### config.mk
export PLATFORM = sky130hd
export DESIGN_NAME = operand_entry_ctrl
export DESIGN_NICKNAME = d
export VERILOG_FILES = /design/src/rtl/operand_entry_ctrl.sv
export SDC_FILE = /design/constraint.sdc
export NUM_CORES = 1
export LEC_CHECK = 0
export CAP_MARGIN = 20
export CORE_MARGIN = 3
export CORE_UTILIZATION = 40
export CTS_CLUSTER_SIZE = 12
export DETAILED_ROUTE_END_ITERATION = 12
export PLACE_DENSITY = 0.57
export SLEW_MARGIN = 10
export SYNTH_ARGS = -nofsm -noshare
export SYNTH_HDL_FRONTEND = slang
export SYNTH_SLANG_ARGS = --single-unit
### constraint.sdc
create_clock -name i_clk -period 3 [get_ports i_clk]
set_clock_uncertainty 0.15 [all_clocks]
set_input_delay 0.75 -clock i_clk [delete_from_list [all_inputs] [get_ports i_clk]]
set_output_delay 0.75 -clock i_clk [all_outputs]
set_load 0.01 [all_outputs]
### src/rtl/operand_entry_ctrl.sv
// Operand entry front end for the 4-bit add/sub calculator.
// Synchronises and debounces the buttons, then builds A, B and the add/sub mode.
module operand_entry_ctrl #(
  parameter int DEBOUNCE_CYCLES = 100000,
  parameter int WIDTH           = 4
) (
  input  logic             i_clk,
  input  logic             i_reset_n,
  input  logic             i_btn_up,
  input  logic             i_btn_next,
  input  logic             i_btn_mode,
  output logic [WIDTH-1:0] o_a,
  output logic [WIDTH-1:0] o_b,
  output logic             o_mode,
  output logic             o_en,
  output logic [1:0]       o_state
);

  localparam int CW = $clog2(DEBOUNCE_CYCLES + 1);

  typedef enum logic [1:0] {
    S_A      = 2'b00,
    S_B      = 2'b01,
    S_RESULT = 2'b10
  } state_t;

  state_t     state;
  logic [2:0] raw;
  logic [2:0] press;

  assign raw = {i_btn_mode, i_btn_next, i_btn_up};

  for (genvar g = 0; g < 3; g++) begin : g_btn
    logic          sync1;
    logic          sync2;
    logic          level;
    logic          pulse;
    logic [CW-1:0] cnt;

    // The counter only survives while the synced input keeps disagreeing with
    // the accepted level, so any shorter glitch is discarded.
    always_ff @(posedge i_clk or negedge i_reset_n) begin
      if (!i_reset_n) begin
        sync1 <= 1'b0;
        sync2 <= 1'b0;
        level <= 1'b0;
        cnt   <= '0;
        pulse <= 1'b0;
      end else begin
        sync1 <= raw[g];
        sync2 <= sync1;
        pulse <= 1'b0;
        if (sync2 == level) begin
          cnt <= '0;
        end else if (cnt == CW'(DEBOUNCE_CYCLES)) begin
          level <= ~level;
          cnt   <= '0;
          pulse <= ~level;
        end else begin
          cnt <= cnt + 1'b1;
        end
      end
    end

    assign press[g] = pulse;
  end

  // next takes priority over up; mode toggles independently of both.
  always_ff @(posedge i_clk or negedge i_reset_n) begin
    if (!i_reset_n) begin
      state  <= S_A;
      o_a    <= '0;
      o_b    <= '0;
      o_mode <= 1'b0;
      o_en   <= 1'b0;
    end else begin
      if (press[2]) o_mode <= ~o_mode;
      case (state)
        S_A: begin
          if (press[1]) state <= S_B;
          else if (press[0]) o_a <= o_a + 1'b1;
        end
        S_B: begin
          if (press[1]) begin
            state <= S_RESULT;
            o_en  <= 1'b1;
          end else if (press[0]) begin
            o_b <= o_b + 1'b1;
          end
        end
        S_RESULT: begin
          if (press[1]) begin
            state <= S_A;
            o_en  <= 1'b0;
          end
        end
        default: begin
          state <= S_A;
          o_en  <= 1'b0;
        end
      endcase
    end
  end

  assign o_state = state;

endmodule

==> qor.yml, run 1 <==
floorplan:
  initial_core_util_pct: 41.8
  die_w_um: 99.4
  die_height_um: 99.4
  core.rowCount: 33
  die_area_um2: 9880
  io_pins: 17
  core_um2: 8340
placement:
  gp_congestion: 0.791
  port_buffers: 16
  dp_cells: 444
  hpwl_um: 4050
  place_area_um2: 3770
  place_ws_ps: 871
clocking:
  cts_buffers: 9
  cts_tree: "built"
  clockBufferDepth: 2
  cts.sinks: 75
  clkTransAtPathRegs_ps: 90
  cts_resized: 0
  root_buffer: "clkbuf_8"
  cts_hold_buffers: 0
  clkLatencyLatePin_ps: 340
  cts_setup_buffers: 0
  htreeDepth: 3
sta:
  fmax_ghz: 0.437
  post-route-period-util_pct: 76.3
  hold_viol: 0
  worst_pin_slew_ps: 742
  finalSetupTns_ps: 0
  drv_slew: 0
  fin_crit_ps: 2290
  grt_setup_unrepaired: "false"
  relSlewSlack_pct: 49.9
  worst_slack_ps: 712
  setup_viol: 0
worst_setup_path:
  critPathCaptureType: "output port"
  crit_required_ps: 2100
  path_cells: "clkdlybuf4s50_1"
  start_kind: "flip-flop"
  criticalPathCategory: "reg -> out"
  cp_slowest_cell: "clkdlybuf4s50_1"
  worst-path-buf-inv: 1
  slowest_delay_ps: 580
  cp_top_family: "buffers and inverters"
  arrival_ps: 1390
  cp_max_fo: 7
drt:
  avgRoutedWirePerCell_um: 13.3
  wirelength_um: 6140
  vias: 2378
  initialDrtViolationCount: 59
  via_per_inst: 5.17
  drc: 0
  ant_nets: 0
  dr.pass1.iters: 4
power:
  pwr-share-clk_pct: 47.9
  internal_power_mw: 1.69
  leakagePower_nw: 1.68
  switching_share_pct: 20.6
  ir_worst_vdd_uv: 292
  fin_total_pwr_mw: 2.13
  pwr_density_cell_nw_per_um2: 526
  seq_power_share_pct: 49.0
  switching_power_mw: 0.439
  power.share.combinational_pct: 3.1
yosys:
  synth.avg_cell_area_um2: 10.7
  async_reset_ff_share_pct: 100
  yosys-top-cells-area: "dfrtp_1 54%, xnor2_1 8.0%, nor2_1 5.5%"
  synthCells: 326
  synth.distinct_cells: 34
  synthFlopType: "dfrtp_1"
  yosysWarnings: 0
  seq_area_frac_synth_pct: 53.8
  ys_ff_latch: 75
  synthTopCellsByCount: "75 x dfrtp_1, 51 x nor2_1, 32 x xnor2_1, 23 x nand3_1"
  yosysMostFrequentCell: "dfrtp_1"
  synthesis.area_um2: 3490
  synth_edf_count: 0
  synth_fp_nets: 339
  synth_top_area_cell: "dfrtp_1"
  synth_top_area_share_pct: 53.8
cells_and_area:
  fin_nets: 363
  layout-drive-gt1-share_pct: 9.58
  postLayoutCellArea_um2: 4040
  finalNonFillerCells: 460
  area_delta_synth_final_pct: 15.8
  antenna_cells: 0
  fill_cells: 763
hold_path:
  hold_path_class: "in -> async"
global_route:
  grt_pass1_wl_um: 11100
  grt_pass1_vias: 2369
  grt_max_degree: 45
  grt_usage_pct: 13.8
  antenna_found_initial: 0
  grt_overflow: 0
run:
  cap_viol_max_count: 0
status:
  outcome: "complete, no violations"
[flip-flops by register name, indices dropped and copies added, names as in the netlist]
register     flops
g_btn.cnt       51
g_btn.level      3
g_btn.pulse      3
g_btn.sync1      3
g_btn.sync2      3
o_a              4
o_b              4
o_en             1
o_mode           1
o_state          2
[worst paths after layout]
check                      slack (ps)  cells past startpoint              end       startpoint
min                               190                      1  g_btn[1].cnt[2]        i_reset_n
min in group i_clk                200                      0   g_btn[2].sync2   g_btn[2].sync1
min reg2reg                       200                      0   g_btn[2].sync2   g_btn[2].sync1
max reg2reg                       860                      4  g_btn[2].cnt[8]  g_btn[2].cnt[3]
max in group asynchronous        1950                      2  g_btn[2].cnt[5]        i_reset_n
max                               710                      1       o_state[0]       o_state[0]
[cell families after synthesis]
logic type | synth area share, %
xor gates and xnor gates | 12.8
muxes | 1.72
DFF | 53.8
AOI/OAI and AO/OA | 2.62
buffers and inverters | 1.61
and+or+nand+nor | 24.6
adders and majority gates | 2.87
[layer usage]
layer  up-vias  GRT usage (%)  wire length [um]  part of all wire (%)
met5         -              0                 0                     0
met2        45           20.9              2720                    44
li1       1181              -                 -                     -
met3         9           4.21               269                   4.4
met4         0           5.04                87                   1.4
met1      1143           18.8              3060                    50
[stage by stage]
step | util (%) | hold slack, ps
4_1_cts | 48.4 | 188
2_1_floorplan | - | 181
5_1_grt | 48.4 | 206
3_5_place_dp | 45.3 | 186
3_3_place_gp | 45.3 | 185
6_report | 48.4 | 189
[power by group through the flow]
stage / clock network [mW] / logic (mW) / registers [mW]
2_1_floorplan: 0 / 0.0337 / 1.06
3_3_place_gp: 0 / 0.0683 / 1.06
3_5_place_dp: 0 / 0.0696 / 1.06
4_1_cts: 1.05 / 0.0702 / 1.04
5_1_grt: 1.09 / 0.0793 / 1.04
6_report: 1.02 / 0.0666 / 1.04
[layout make-up]
| type | instances | area [um^2] | area share (%) |
|---|---|---|---|
| Sequential cell | 75 | 1880 | 46.5 |
| Multi-Input combinational cell | 238 | 1560 | 38.5 |
| Timing Repair Buffer | 17 | 178 | 4.40 |
| Clock inverter | 6 | 138 | 3.41 |
| Tap cell | 105 | 131 | 3.25 |
| Clock buffer | 10 | 128 | 3.16 |
| Inverter | 9 | 33.8 | 0.836 |
[layout by cell type, fill, tap and decap left out, types with 2 or more instances in the layout]
master            n
dfrtp_1          75
or4_1             4
nor3b_1           3
inv_1             9
nor4b_1           3
a21oi_1           6
clkdlybuf4s50_1  15
and4b_1           2
xnor2_1          32
bufinv_16         4
or4_4             2
nor4bb_1          3
clkbuf_8          9
and4_1            3
and3_1            3
nor3_1           10
mux2_2            4
nand2_1          19
xor2_1           19
clkinv_4          2
nand4_1          13
or2_2             5
o21ai_0           3
ha_1              8
o31ai_1           4
nor4_1           10
nor2_1           51
nand3_1          23
(Power assumes the default switching activity.)
==> run 2: changes to the inputs <==
==> constraint.sdc (replaced) <==
create_clock -name i_clk -period 2.28 [get_ports i_clk]
set_clock_uncertainty 0.15 [all_clocks]
set_input_delay 0.57 -clock i_clk [delete_from_list [all_inputs] [get_ports i_clk]]
set_output_delay 0.57 -clock i_clk [all_outputs]
set_load 0.01 [all_outputs]
==> run 2 against run 1 <==
Non-clock buffer count grew 10. Critical path depth grew 3. Register-to-register slack lost 710 ps. Final cell count grew 2.2%. Core utilization grew 0.63 points. Worst hold slack gained 23 ps. Critical path type is now reg -> reg. Largest cell class unchanged. Highest routed layer unchanged.
==> qor.yml, run 2 (same netlist as run 1, synthesis figures left out) <==
status:
  outcome: "complete, no violations"  # unchanged
placement:
  hpwl_um: 4240  # was 4050 um
  gp_congestion: 0.827  # was 0.791
  port_buffers: 16  # unchanged
  place_area_um2: 3850  # was 3770 um^2
  place_ws_ps: 174  # was 871 ps
cells_and_area:
  reg.largest.list: "g_btn.cnt x51, o_a x4, o_b x4"  # unchanged
  antenna_cells: 0  # unchanged
  largest-register: "g_btn.cnt"  # unchanged
  postLayoutCellArea_um2: 4090  # was 4040 um^2
  final_cell_mix: "75 x dfrtp_1, 51 x nor2_1, 32 x xnor2_1, 23 x nand3_1"  # unchanged
  largest_reg_flops: 51  # unchanged
  area_delta_synth_final_pct: 17.3  # was 15.8%
  layout-drive-gt1-share_pct: 11.8  # was 9.58%
  fin_nets: 373  # was 363
  final_common_cell: "dfrtp_1"  # unchanged
sta:
  worst_pin_slew_ps: 523  # was 742 ps
  relSlewSlack_pct: 65.1  # was 49.9%
  grt_setup_unrepaired: "false"  # unchanged
  hold_viol: 0  # unchanged
  setup_viol: 0  # unchanged
  drv_slew: 0  # unchanged
  fmax_ghz: 0.469
  hold-worst-slack_ps: 212  # was 189 ps
  worst_slack_ps: 150  # was 712 ps
  post-route-period-util_pct: 93.4
  finalSetupTns_ps: 0  # unchanged
  fin_crit_ps: 2130
drt:
  avgRoutedWirePerCell_um: 13.4  # was 13.3 um
  drc: 0  # unchanged
  wirelength_um: 6300  # was 6140 um
  dr.pass1.iters: 4  # unchanged
  ant_nets: 0  # unchanged
  vias: 2397  # was 2378
  initialDrtViolationCount: 83  # was 59
  via_per_inst: 5.10  # was 5.17
clocking:
  cts_hold_buffers: 1  # was 0
  clkLatencyLatePin_ps: 340  # about the same
  htreeDepth: 3  # unchanged
  cts_tree: "built"  # unchanged
  clkTransAtPathRegs_ps: 80  # was 90 ps
  cts_resized: 0  # unchanged
  cts_setup_buffers: 0  # unchanged
  cts.sinks: 75  # unchanged
  cts_buffers: 9  # unchanged
  clockBufferDepth: 2  # unchanged
  root_buffer: "clkbuf_8"  # unchanged
power:
  ir_worst_vdd_uv: 306  # was 292 uV
  pwr_density_cell_nw_per_um2: 640  # was 526 nW/um^2
  leakagePower_nw: 1.72  # was 1.68 nW
global_route:
  grt_pass1_vias: 2458  # was 2369
  grt_pass1_wl_um: 11600  # was 11100 um
  antenna_found_initial: 0  # unchanged
  grt_usage_pct: 14.7  # was 13.8%
  grt_overflow: 0  # unchanged
  grt_max_degree: 42  # was 45
floorplan:
  die_w_um: 99.4  # unchanged
  die_height_um: 99.4  # unchanged
  core.rowCount: 33  # unchanged
  die_area_um2: 9880  # unchanged
  core_um2: 8340  # unchanged
  io_pins: 17  # unchanged
  initial_core_util_pct: 41.8  # unchanged
worst_setup_path:
  start_kind: "flip-flop"  # unchanged
  cp_max_fo: 5  # was 7
  criticalPathCategory: "reg -> reg"  # was reg -> out
  critPathCaptureType: "flip-flop"  # was output port
  arrival_ps: 2210  # was 1390 ps
  crit_required_ps: 2360  # was 2100 ps
hold_path:
  hold_path_class: "reg -> reg"  # was in -> async
run:
  cap_viol_max_count: 0  # unchanged
-- run 2: cell types whose count changed in the layout (fill, tap and decap cells not counted) --
cell and delta:
buf_12 +1, clkbuf_8 +2, buf_4 +8, clkinv_4 -2, clkinv_2 +1, bufinv_16 -2, clkinvlp_4 +1, dlygate4sd3_1 +1
-- run 2: power breakdown --
group | total, mW | switching [mW] | internal [mW]
logic | 0.0996 | 0.0598 | 0.0398
clock network | 1.15 | 0.475 | 0.675
registers | 1.37 | 0.0215 | 1.35
total | 2.62 | 0.556 | 2.06
-- run 2: path summary, 6_finish.rpt --
path / end / startpoint / depth (start not counted) / slack, ps
worst max-delay path: g_btn[2].level / g_btn[2].cnt[13] / 4 / 150
worst min-delay path: g_btn[1].sync2 / g_btn[1].sync1 / 0 / 210
worst max register to register: g_btn[2].level / g_btn[2].cnt[13] / 4 / 150
worst min register to register: g_btn[1].sync2 / g_btn[1].sync1 / 0 / 210
max in group asynchronous: g_btn[2].cnt[12] / i_reset_n / 3 / 980
min in group asynchronous: g_btn[0].cnt[4] / i_reset_n / 2 / 500
-- run 2: final cells by class --
class | count | area, um^2
Timing Repair Buffer | 27 | 268
Multi-Input combinational cell | 238 | 1560
Sequential cell | 75 | 1880
Inverter | 9 | 33.8
Clock buffer | 12 | 155
Clock inverter | 4 | 72.6
Tap cell | 105 | 131
Fill cell | 760 | 4250
-- run 2: stage by stage --
step | std cells | utilization (%) | power (mW)
after floorplan | 326 | - | 1.43
after global placement | 453 | 46.2 | 1.50
after detailed placement | 453 | 46.2 | 1.50
after CTS | 470 | 49.1 | 2.67
after global routing | 470 | 49.1 | 2.74
final | 470 | 49.1 | 2.62
-- run 2: routing by layer --
| layer | vias to the layer above | global-route usage, % | share of wire [%] |
|---|---|---|---|
| met5 | - | 0 | 0 |
| met2 | 33 | 22.4 | 45 |
| li1 | 1200 | - | - |
| met3 | 8 | 4.42 | 3.3 |
| met4 | 0 | 5.25 | 1.5 |
| met1 | 1156 | 19.9 | 50 |
-- run 2: worst max-delay path, stage by stage (launching register included) --
cell,delay [ps]
dfrtp_1,430
nor4_1,380
nand3b_1,190
or4_4,570
mux2_4,310
==> RTL edit 1: new RTL, config.mk and constraints of run 2 <==
Put one more register stage on the output `o_state`, without a reset. The value now appears one clock later. The other outputs are not delayed to match.
--- a/src/rtl/operand_entry_ctrl.sv
+++ b/src/rtl/operand_entry_ctrl.sv
@@ -103,5 +103,7 @@
   end
 
-  assign o_state = state;
+  always_ff @(posedge i_clk) begin
+    o_state <= state;
+  end
 
 endmodule
Check against the original RTL: no difference found for any inputs over 10 cycles, from zero or initial values and one cycle with i_reset_n low; that may be too few to reach the edited logic, so the function may still have changed.
==> RTL edit 1 against run 2 <==
- setup slack better by 9.3 ps
- final cell count grew 0.21%
- cell area is essentially flat
- wire length rose by 1.7%
- area after synthesis increased by 1.1%
- synthesized cell count is 0.61% higher
- total power is 2.1% lower
- count of clock-buffer cells in the layout decreased by 3
- sequential cell count grew 2
- critical endpoint unchanged
- largest power group unchanged
- highest routed layer unchanged
==> RTL edit 1: results (changes against run 2) <==
muxShareOfSynthArea_pct: 1.702  # was 1.722%
synth-compound-area-share_pct: 2.589  # was 2.618%
grt_pass1_wl_mm: 11.58  # unchanged
clock_latency_ps: 350
peakVddDrop_mv: 0.2920  # was 0.3058 mV
drtIter0Drc: 79  # was 83
syn_nets: 341  # was 339
status: "finished, final reports clean"  # unchanged
wl_met3_um: 230  # was 207 um
synth_fa_ha_area_share_pct: 2.837  # was 2.869%
synthXorXnorAreaFrac_pct: 12.66  # was 12.80%
dp_hpwl_mm: 4.350  # was 4.239 mm
use_met3_pct: 2.919  # was 4.418%
synth_area_leaders: "dfrtp_1, xnor2_1, nor2_1"  # unchanged
layout-drive-gt1-share_pct: 12.02  # was 11.78%
seq_area_frac_synth_pct: 54.33  # was 53.80%
dr_wl_met2_mm: 2.762  # was 2.824 mm
synthFlopType: "dfrtp_1"  # unchanged
grt_use_total_pct: 14.62  # was 14.67%
viasPerCell: 5.229  # was 5.100
gp_congestion: 0.8236  # was 0.8273
max-slew-margin-rel_pct: 63.26  # was 65.07%
grt_max_degree: 34  # was 42
swShare_pct: 24.34  # was 21.23%
nNetsFinal: 374  # was 373
wl_per_cell_um: 13.61  # was 13.41 um
grt_pass1_vias: 2460  # was 2458
hold_path_class: "primary input to asynchronous set/reset pin"  # was register to register
diodes: 0  # unchanged
ys_async_sr_fraction_pct: 97.40  # was 100.0%
gr-usage-met1_pct: 21.37  # was 19.91%
n_fill_cell: 777  # was 760
clk_pin_slew_ps: 90
m1WireLength_mm: 3.288  # was 3.172 mm
p_leak_nw: 1.708  # was 1.715 nW
met2_usage_pct: 20.57  # was 22.37%
synth_cell_types: 35  # was 34
RTL edit 1: worst paths after layout:
check / end / slack [ps] / cells after the start
worst min-delay path: g_btn[0].cnt[15] / 8 / 1
max in group asynchronous: g_btn[1].cnt[11] / 1340 / 2
worst min register to register: g_btn[2].sync2 / 210 / 0
min in group i_clk: g_btn[2].sync2 / 210 / 0
worst max-delay path: g_btn[2].level / 160 / 4
worst max register to register: g_btn[2].level / 160 / 4
RTL edit 1: power by group through the flow:
stage	combinational, mW	clock (mW)	sequential [mW]
2_1_floorplan	0.0443	0	1.43
3_5_place_dp	0.0982	0	1.43
4_1_cts	0.0983	1.11	1.40
6_report	0.0940	1.07	1.40
3_3_place_gp	0.0962	0	1.43
5_1_grt	0.112	1.17	1.41
RTL edit 1: per-stage QoR:
step           area [um2]  power [mW]  instances  util (%)  setup slack [ps]
6_report             4089       2.563        471     48.78             158.9
5_1_grt              4089       2.690        471     48.78             93.33
4_1_cts              4089       2.614        471     48.78             159.2
3_5_place_dp         3882       1.529        455     46.32             161.2
3_3_place_gp         3882       1.526        455     46.32             237.9
2_1_floorplan        3528       1.470        328         -             269.7
RTL edit 1: cell type report:
type / count / area, um2 / area share [%]
Sequential cell: 77 / 1917 / 46.88
Multi-Input combinational cell: 238 / 1555 / 38.04
Timing Repair Buffer: 26 / 245.2 / 5.998
Tap cell: 105 / 131.4 / 3.213
Clock buffer: 9 / 123.9 / 3.029
Clock inverter: 7 / 82.58 / 2.020
Inverter: 9 / 33.78 / 0.8262
RTL edit 1: worst max-delay path: stages, from the launching register on:
cell and delay [ps]:
dfrtp_1 430, nor4_1 350, nand3b_1 200, or4_4 580, mux2_4 310
==> RTL edit 2: new RTL, flow settings as in run 2 <==
Without the edit above. Change the parameter `WIDTH` from 4 to 6.
--- a/src/rtl/operand_entry_ctrl.sv
+++ b/src/rtl/operand_entry_ctrl.sv
@@ -3,5 +3,5 @@
 module operand_entry_ctrl #(
   parameter int DEBOUNCE_CYCLES = 100000,
-  parameter int WIDTH           = 4
+  parameter int WIDTH           = 6
 ) (
   input  logic             i_clk,
Ports: changed (resized o_a and o_b); port bits go from 17 to 21. The function was not compared with the original's and may differ.
==> RTL edit 2 against run 2 <==
- count of clock-buffer cells in the layout decreased by 3
- combinational power increased by 6%
- area after synthesis increased by 3.8%
- total power decreased by 5.1%
- setup slack got worse by 59 ps
- die area increased by 3.5%
- wire length increased by 1.1%
- cell area increased by 2.8%
- core utilization decreased by 1.1 points
- clock power decreased by 18%
- sequential cell count increased by 4
- highest routed layer unchanged
==> RTL edit 2: results (changes against run 2) <==
wirelength_mm: 6.371  # was 6.302 mm
p_leak_nw: 1.787  # was 1.715 nW
cp_max_fo: 4  # was 5
top_regs: "g_btn.cnt (51), o_a (6), o_b (6)"  # was g_btn.cnt (51), o_a (4), o_b (4)
dr_total_vias: 2485  # was 2397
cpPeakStageDelay_ps: 520  # was 570 ps
wl_met3_um: 214  # was 207 um
synth_cell_types: 30  # was 34
nNetsFinal: 386  # was 373
m1WireLength_mm: 3.200  # was 3.172 mm
ff2ff_path_depth: 5  # was 4
grt_pass1_wl_mm: 11.22  # was 11.58 mm
rr_startpoint: "g_btn[1].cnt[0]"  # was g_btn[2].cnt[13]
max-slew-margin-rel_pct: 70.30  # was 65.07%
use_met3_pct: 3.945  # was 4.418%
synth_commonest_cells: "dfrtp_1, nor2_1, xnor2_1"  # unchanged
drtIter0Drc: 39  # was 83
layout-drive-gt1-share_pct: 9.524  # was 11.78%
n_fill_cell: 824  # was 760
syn_nets: 349  # was 339
dp_hpwl_mm: 4.412  # was 4.239 mm
dp.cells: 469  # was 453
grt_pass1_vias: 2409  # was 2458
seq_area_frac_synth_pct: 54.61  # was 53.80%
viasPerCell: 5.113  # was 5.100
cp.arrival_ps: 2270  # was 2210 ps
peakVddDrop_mv: 0.3589  # was 0.3058 mV
gr-usage-met1_pct: 19.23  # was 19.91%
grt_use_total_pct: 13.63  # was 14.67%
synth_area_leaders: "dfrtp_1, xnor2_1, nor2_1"  # unchanged
status: "finished, final reports clean"  # unchanged
place.port_buffers: 20  # was 16
[RTL edit 2: final timing paths]
check	endpoint	slack, ps
max	g_btn[1].level	90
max reg2reg	g_btn[1].level	90
max in group asynchronous	g_btn[1].cnt[15]	900
min in group asynchronous	g_btn[2].cnt[14]	500
min	g_btn[1].sync2	210
min reg2reg	g_btn[1].sync2	210
[RTL edit 2: through the flow]
step                      util, %  setup WS (ps)  power, mW  cell area (um2)
after floorplan                 -          172.2      1.507             3620
after global placement      45.87          139.5      1.570             4020
after detailed placement    45.87          105.6      1.570             4020
after CTS                   48.02          78.95      2.528             4208
after global routing        48.02          26.58      2.591             4208
final                       48.02          90.56      2.484             4208
[RTL edit 2: repair_timing]
item,in CTS,in global routing
setup endpoints to repair,0,0
resized for setup,0,0
hold buffers,1,0
setup buffers,0,0
endpoints found under the hold margin,21,0
[RTL edit 2: power by group]
part / switching (mW) / internal [mW] / leakage, nW
Combinational: 0.0637 / 0.0426 / 0.622
Sequential: 0.0157 / 1.42 / 1.08
Clock: 0.540 / 0.404 / 0.0827
Total: 0.619 / 1.86 / 1.79
[RTL edit 2: area by class of cell]
type / instances / area (um2) / area share (%)
clock buffers: 9 / 123.9 / 2.944
clock inverters: 7 / 53.80 / 1.279
inverters: 11 / 41.29 / 0.9813
multi-input cells: 241 / 1582 / 37.59
flip-flops and latches: 79 / 1977 / 46.98
well taps: 108 / 135.1 / 3.211
repair buffers: 31 / 295.3 / 7.018
[RTL edit 2: kinds of logic after synthesis]
| group | synth area share [%] |
|---|---|
| simple gates | 23.37 |
| xor+xnor | 13.79 |
| fa+ha+maj | 2.765 |
| mux | 1.659 |
| buf+inv | 1.694 |
| compound gates | 2.109 |
| flops | 54.61 |
